### src/rtl/load_store_unit.sv
// load_store_unit
//   Memory-stage load/store sequencer between the pipeline and a simple
//   request/acknowledge data bus. A legal access stalls the pipeline,
//   issues one registered bus request, waits for dmem_ack, formats load
//   data into ReadDataM, then releases the pipeline for exactly one cycle.
//
// Ports
//   clk, rst_n            clock, asynchronous active-low reset
//   MemReadM, MemWriteM   memory-stage load / store
//   Funct3M               access size and signedness
//   ALUResultM            effective byte address
//   WriteDataM            low-aligned store data
//   dmem_req/we/addr/wdata/be   registered bus request
//   dmem_ack, dmem_rdata  bus completion and read word
//   ReadDataM             registered, formatted load result
//   StallM                freeze memory stage and upstream
//   MisalignedM           illegal or misaligned access (combinational)
module load_store_unit (
  input  logic        clk,
  input  logic        rst_n,
  input  logic        MemReadM,
  input  logic        MemWriteM,
  input  logic [2:0]  Funct3M,
  input  logic [31:0] ALUResultM,
  input  logic [31:0] WriteDataM,
  output logic        dmem_req,
  output logic        dmem_we,
  output logic [31:0] dmem_addr,
  output logic [31:0] dmem_wdata,
  output logic [3:0]  dmem_be,
  input  logic        dmem_ack,
  input  logic [31:0] dmem_rdata,
  output logic [31:0] ReadDataM,
  output logic        StallM,
  output logic        MisalignedM
);

  typedef enum logic [1:0] {
    IDLE = 2'd0,
    BUSY = 2'd1,
    DONE = 2'd2
  } state_t;

  state_t state, next_state;

  // Access attributes captured at request time; dmem_addr drops the
  // low address bits, so the byte offset is kept separately.
  logic [2:0]  lat_f3;
  logic [1:0]  lat_off;
  logic        lat_load;

  logic        valid, both, funct_ok, align_ok, legal;
  logic        start, stall;
  logic [3:0]  be_new;
  logic [31:0] wdata_new;
  logic [7:0]  lane_b;
  logic [15:0] lane_h;
  logic [31:0] load_fmt;

  // Legality decode
  always_comb begin
    valid    = MemReadM ^ MemWriteM;
    both     = MemReadM & MemWriteM;
    funct_ok = 1'b0;
    if (MemReadM) begin
      case (Funct3M)
        3'b000, 3'b001, 3'b010, 3'b100, 3'b101: funct_ok = 1'b1;
        default:                                funct_ok = 1'b0;
      endcase
    end else if (MemWriteM) begin
      case (Funct3M)
        3'b000, 3'b001, 3'b010: funct_ok = 1'b1;
        default:                funct_ok = 1'b0;
      endcase
    end
    case (Funct3M[1:0])
      2'b01:   align_ok = ~ALUResultM[0];
      2'b10:   align_ok = (ALUResultM[1:0] == 2'b00);
      default: align_ok = 1'b1;
    endcase
    legal = valid & funct_ok & align_ok;
  end

  // Store lane replication and byte enables
  always_comb begin
    be_new    = 4'b1111;
    wdata_new = WriteDataM;
    case (Funct3M[1:0])
      2'b00: begin
        be_new    = 4'b0001 << ALUResultM[1:0];
        wdata_new = {4{WriteDataM[7:0]}};
      end
      2'b01: begin
        be_new    = ALUResultM[1] ? 4'b1100 : 4'b0011;
        wdata_new = {2{WriteDataM[15:0]}};
      end
      default: begin
        be_new    = 4'b1111;
        wdata_new = WriteDataM;
      end
    endcase
  end

  // Load lane select and extension
  always_comb begin
    case (lat_off)
      2'd0:    lane_b = dmem_rdata[7:0];
      2'd1:    lane_b = dmem_rdata[15:8];
      2'd2:    lane_b = dmem_rdata[23:16];
      default: lane_b = dmem_rdata[31:24];
    endcase
    lane_h = lat_off[1] ? dmem_rdata[31:16] : dmem_rdata[15:0];
    case (lat_f3)
      3'b000:  load_fmt = {{24{lane_b[7]}}, lane_b};
      3'b001:  load_fmt = {{16{lane_h[15]}}, lane_h};
      3'b100:  load_fmt = {24'd0, lane_b};
      3'b101:  load_fmt = {16'd0, lane_h};
      default: load_fmt = dmem_rdata;
    endcase
  end

  // Next-state and control
  always_comb begin
    next_state  = state;
    start       = 1'b0;
    stall       = 1'b0;
    MisalignedM = 1'b0;
    case (state)
      IDLE: begin
        if (legal) begin
          start      = 1'b1;
          stall      = 1'b1;
          next_state = BUSY;
        end else if (valid | both) begin
          MisalignedM = 1'b1;
        end
      end
      BUSY: begin
        stall = 1'b1;
        if (dmem_ack) next_state = DONE;
      end
      DONE: next_state = IDLE;
      default: next_state = IDLE;
    endcase
  end

  // Stall is combinational from state and inputs, so it is gated by reset
  // to stay low while rst_n is held, even with a legal access presented.
  assign StallM = stall & rst_n;

  always_ff @(posedge clk or negedge rst_n) begin
    if (!rst_n) state <= IDLE;
    else        state <= next_state;
  end

  always_ff @(posedge clk or negedge rst_n) begin
    if (!rst_n) begin
      dmem_req   <= 1'b0;
      dmem_we    <= 1'b0;
      dmem_addr  <= '0;
      dmem_wdata <= '0;
      dmem_be    <= '0;
      ReadDataM  <= '0;
      lat_f3     <= '0;
      lat_off    <= '0;
      lat_load   <= 1'b0;
    end else if (start) begin
      dmem_req   <= 1'b1;
      dmem_we    <= MemWriteM;
      dmem_addr  <= {ALUResultM[31:2], 2'b00};
      dmem_wdata <= wdata_new;
      dmem_be    <= be_new;
      lat_f3     <= Funct3M;
      lat_off    <= ALUResultM[1:0];
      lat_load   <= MemReadM;
    end else if (state == BUSY && dmem_ack) begin
      dmem_req <= 1'b0;
      dmem_we  <= 1'b0;
      if (lat_load) ReadDataM <= load_fmt;
    end
  end

endmodule

### config.mk
export PLATFORM = sky130hd
export DESIGN_NAME = load_store_unit
export DESIGN_NICKNAME = d
export VERILOG_FILES = /design/src/rtl/load_store_unit.sv
export SDC_FILE = /design/constraint.sdc
export NUM_CORES = 1
export LEC_CHECK = 0
export BUFFER_PORTS_ARGS = -buffer_cell sky130_fd_sc_hd__buf_2
export CAP_MARGIN = 10
export CORE_MARGIN = 2
export CORE_UTILIZATION = 49
export DETAILED_ROUTE_END_ITERATION = 8
export PLACE_DENSITY = 0.8
export SLEW_MARGIN = 40
export SYNTH_ARGS = -nofsm -noshare
export SYNTH_HDL_FRONTEND = slang
export SYNTH_SLANG_ARGS = --single-unit
### constraint.sdc
create_clock -name clk -period 2.1 [get_ports clk]
set_input_delay 0.42 -clock clk [delete_from_list [all_inputs] [get_ports clk]]
set_output_delay 0.42 -clock clk [all_outputs]
set_load 0.05 [all_outputs]
==> impl_metrics.toml <==
[critical_path]
worstPathArrival_ns = 1.63
slowest_delay_ns = 0.26
slowest_stage = "a221oi_4"
cp_cell_sequence = "buf_6 -> inv_8 -> ha_4 -> inv_1 -> a221oi_4 -> nor3b_4 -> o211a_1 -> buf_6"
critical_path_class = "in2out"
crit_top_cell = "buf_6"
cp-start-kind = "primary input"
cp_max_fo = 3
required_ns = 1.68
critPathCaptureType = "output port"

[timing]
hold_ws_ns = 0.0806
maxSlewViolCount = 0
hold_violations = 0
min_period_over_period = 0.976
max_slew_margin = 0.601
fmax_ghz = 0.488
report.final.setup_viol = 0
finClkSkew_ns = 0.00746
layout_min_cycle_time_ns = 2.05
worstMarginPinSlew_ns = 0.599

[clock_network]
clk_pin_slew_worst_paths_ns = 0.10
cts_tree = "yes"
cts_buffers = 9
root_buffer = "clkbuf_8"
clockBufferDepth = 2
clock_latency_ns = 0.38
cts.htree.levels = 3
holdBufCountCts = 0
clkSinkCount = 108

[yosys]
yosysMostFrequentCell = "dfrtp_1"
syn_area_per_cell_um2 = 12.0
synth_xor_xnor_area_share = 0
synth_top_family_by_area = "multiplexers"
synthFlopType = "dfrtp_1"
yosysTopAreaCellShare = 0.511
synth_cell_types = 38
synthCells = 442
synth_area_mm2 = 0.00529
synth.area.mux_share = 0.242
yosys.area_share.adder = 0.00946
post_synth_most_frequent_cells = "108 x dfrtp_1, 50 x mux2_4, 50 x nand2_1"
synth_area_leaders = "dfrtp_1 51%, mux2_4 14%, mux2_2 8.3%"
synth-compound-area-share = 0.0759
ys_seq_area_frac = 0.511
synth-simple-area-share = 0.118
ys_seq_elements = 108
yosysWarnings = 0
synthArstFlopShare = 1.00
synth_edf_count = 0
yosysTopAreaCell = "dfrtp_1"

[detailed_routing]
wl_per_cell_um = 16.8
post-route-drc-count = 0
firstDrtPassIters = 5
drt-initial-drc-count = 257
vias_per_cell = 5.35
vias = 4228
drt-total-wl_um = 13300
ant_nets = 0

[global_route]
overflow = 0
antenna_found_initial = 0
grt_pass1_wl_um = 20500
grt_pass1_vias = 4144
grt_max_degree = 109
track_usage = 0.226

[power_and_ir_drop]
powerDensity_mw_per_mm2 = 1610
ir_drop_mv = 1.35
power.total_w = 0.0110
leakage_nw = 3.48

[cells_and_area]
drive_above_1_share = 0.529
fin_util = 0.657
final_nets = 757
synthToLayoutAreaGrowth_pct = 29.4
n_antenna_cell = 0

[die]
die_h_um = 108
row_count = 37
io_pins = 208
start_util = 0.508
die-area_mm2 = 0.0116
core-area_mm2 = 0.0104
die_w_um = 108

[place]
gp_congestion = 0.887
dpl.hpwl_um = 9710
io_buffers = 205

[job]
cap_violations = 0

[hold_path]
min_path_type = "in2async"

[run_status]
status = "completed"
[routing by layer]
layer  track usage  vias to the layer above  routed length [um]
met5             0                        -                   0
met4        0.0723                        0                 272
met3        0.0593                       25                 918
met2         0.382                      177                6820
met1         0.284                     2067                5280
li1              -                     1959                   -
[where the power goes]
| part | switching [W] | total, W | internal [W] |
|---|---|---|---|
| combinational | 0.00443 | 0.00629 | 0.00185 |
| clock | 0.000706 | 0.00121 | 0.000506 |
| sequential | 0.000539 | 0.00353 | 0.00299 |
| total | 0.00568 | 0.0110 | 0.00535 |
[cells by family (layout without fill, tap and decap cells)]
group	count (synthesis)	in the layout
simple gates	126	126
compound gates	62	62
mux	98	98
buf+inv	43	254
other cells	1	2
fa+ha+maj	4	4
flops	108	108
[what timing repair did]
item	CTS	global route
setup buffers	1	2
pin swaps	3	4
resized for setup	12	7
endpoints found under the setup margin	2	2
[flip-flops by register name, indices dropped and copies added (netlist names)]
name / count
dmem_addr: 30
dmem_be: 4
ReadDataM: 32
lat_load: 1
lat_off: 2
dmem_req: 1
dmem_wdata: 32
dmem_we: 1
lat_f3: 3
state: 2
[cells in the final DEF (no fill, tap or decap), drive strengths merged, types with 7 or more instances in the layout]
| cell | count |
|---|---|
| nand3 | 33 |
| clkbuf | 11 |
| nand2 | 50 |
| buf | 227 |
| a21oi | 10 |
| nand2b | 10 |
| dfrtp | 108 |
| nor2b | 10 |
| nand3b | 8 |
| inv | 13 |
| o21ai | 26 |
| nor2 | 7 |
| a22o | 8 |
| a22oi | 9 |
| mux2 | 89 |
| mux2i | 9 |
[metrics by stage]
| step | cells | setup WS, ns | cell area, um2 | setup TNS (ns) |
|---|---|---|---|---|
| detailed placement | 771 | -0.226 | 6540 | -10.75 |
| global route | 790 | -0.00824 | 6850 | -0.00824 |
| global placement | 771 | -0.184 | 6540 | -6.43 |
| floorplan | 443 | -0.149 | 5360 | -0.149 |
| CTS | 788 | 0.00879 | 6790 | 0 |
| finish | 790 | 0.0501 | 6850 | 0 |
[cell type report]
class / instances / area [um2]
Clock buffer: 11 / 151
Clock inverter: 5 / 41.3
Fill cell: 790 / 3570
Inverter: 11 / 61.3
Multi-Input combinational cell: 292 / 2470
Sequential cell: 108 / 2700
Tap cell: 136 / 170
Timing Repair Buffer: 227 / 1250
[final timing paths]
kind                                      startpoint                        end  slack [ns]  cells past startpoint
min in group clk                      ALUResultM[31]  dmem_addr[31]$_DFFE_PN0P_        0.27                      2
worst max-delay path                      Funct3M[0]                     StallM        0.05                      8
worst min register to register  dmem_req$_DFFE_PN0P_       dmem_req$_DFFE_PN0P_        0.49                      1
worst max register to register  state[0]$_DFFE_PN0P_  dmem_addr[16]$_DFFE_PN0P_        0.34                      5
max in group asynchronous                      rst_n  ReadDataM[12]$_DFFE_PN0P_        1.53                      2
worst min-delay path                           rst_n   ReadDataM[1]$_DFFE_PN0P_        0.08                      2
[worst max-delay path: cells and delay by family]
kind,cells,cell delay (ns)
and+or+nand+nor,1,0.09
buffers and inverters,4,0.37
adders and majority gates,1,0.25
AOI/OAI and AO/OA,2,0.50
Note: power is estimated with default switching activity, not from simulation.
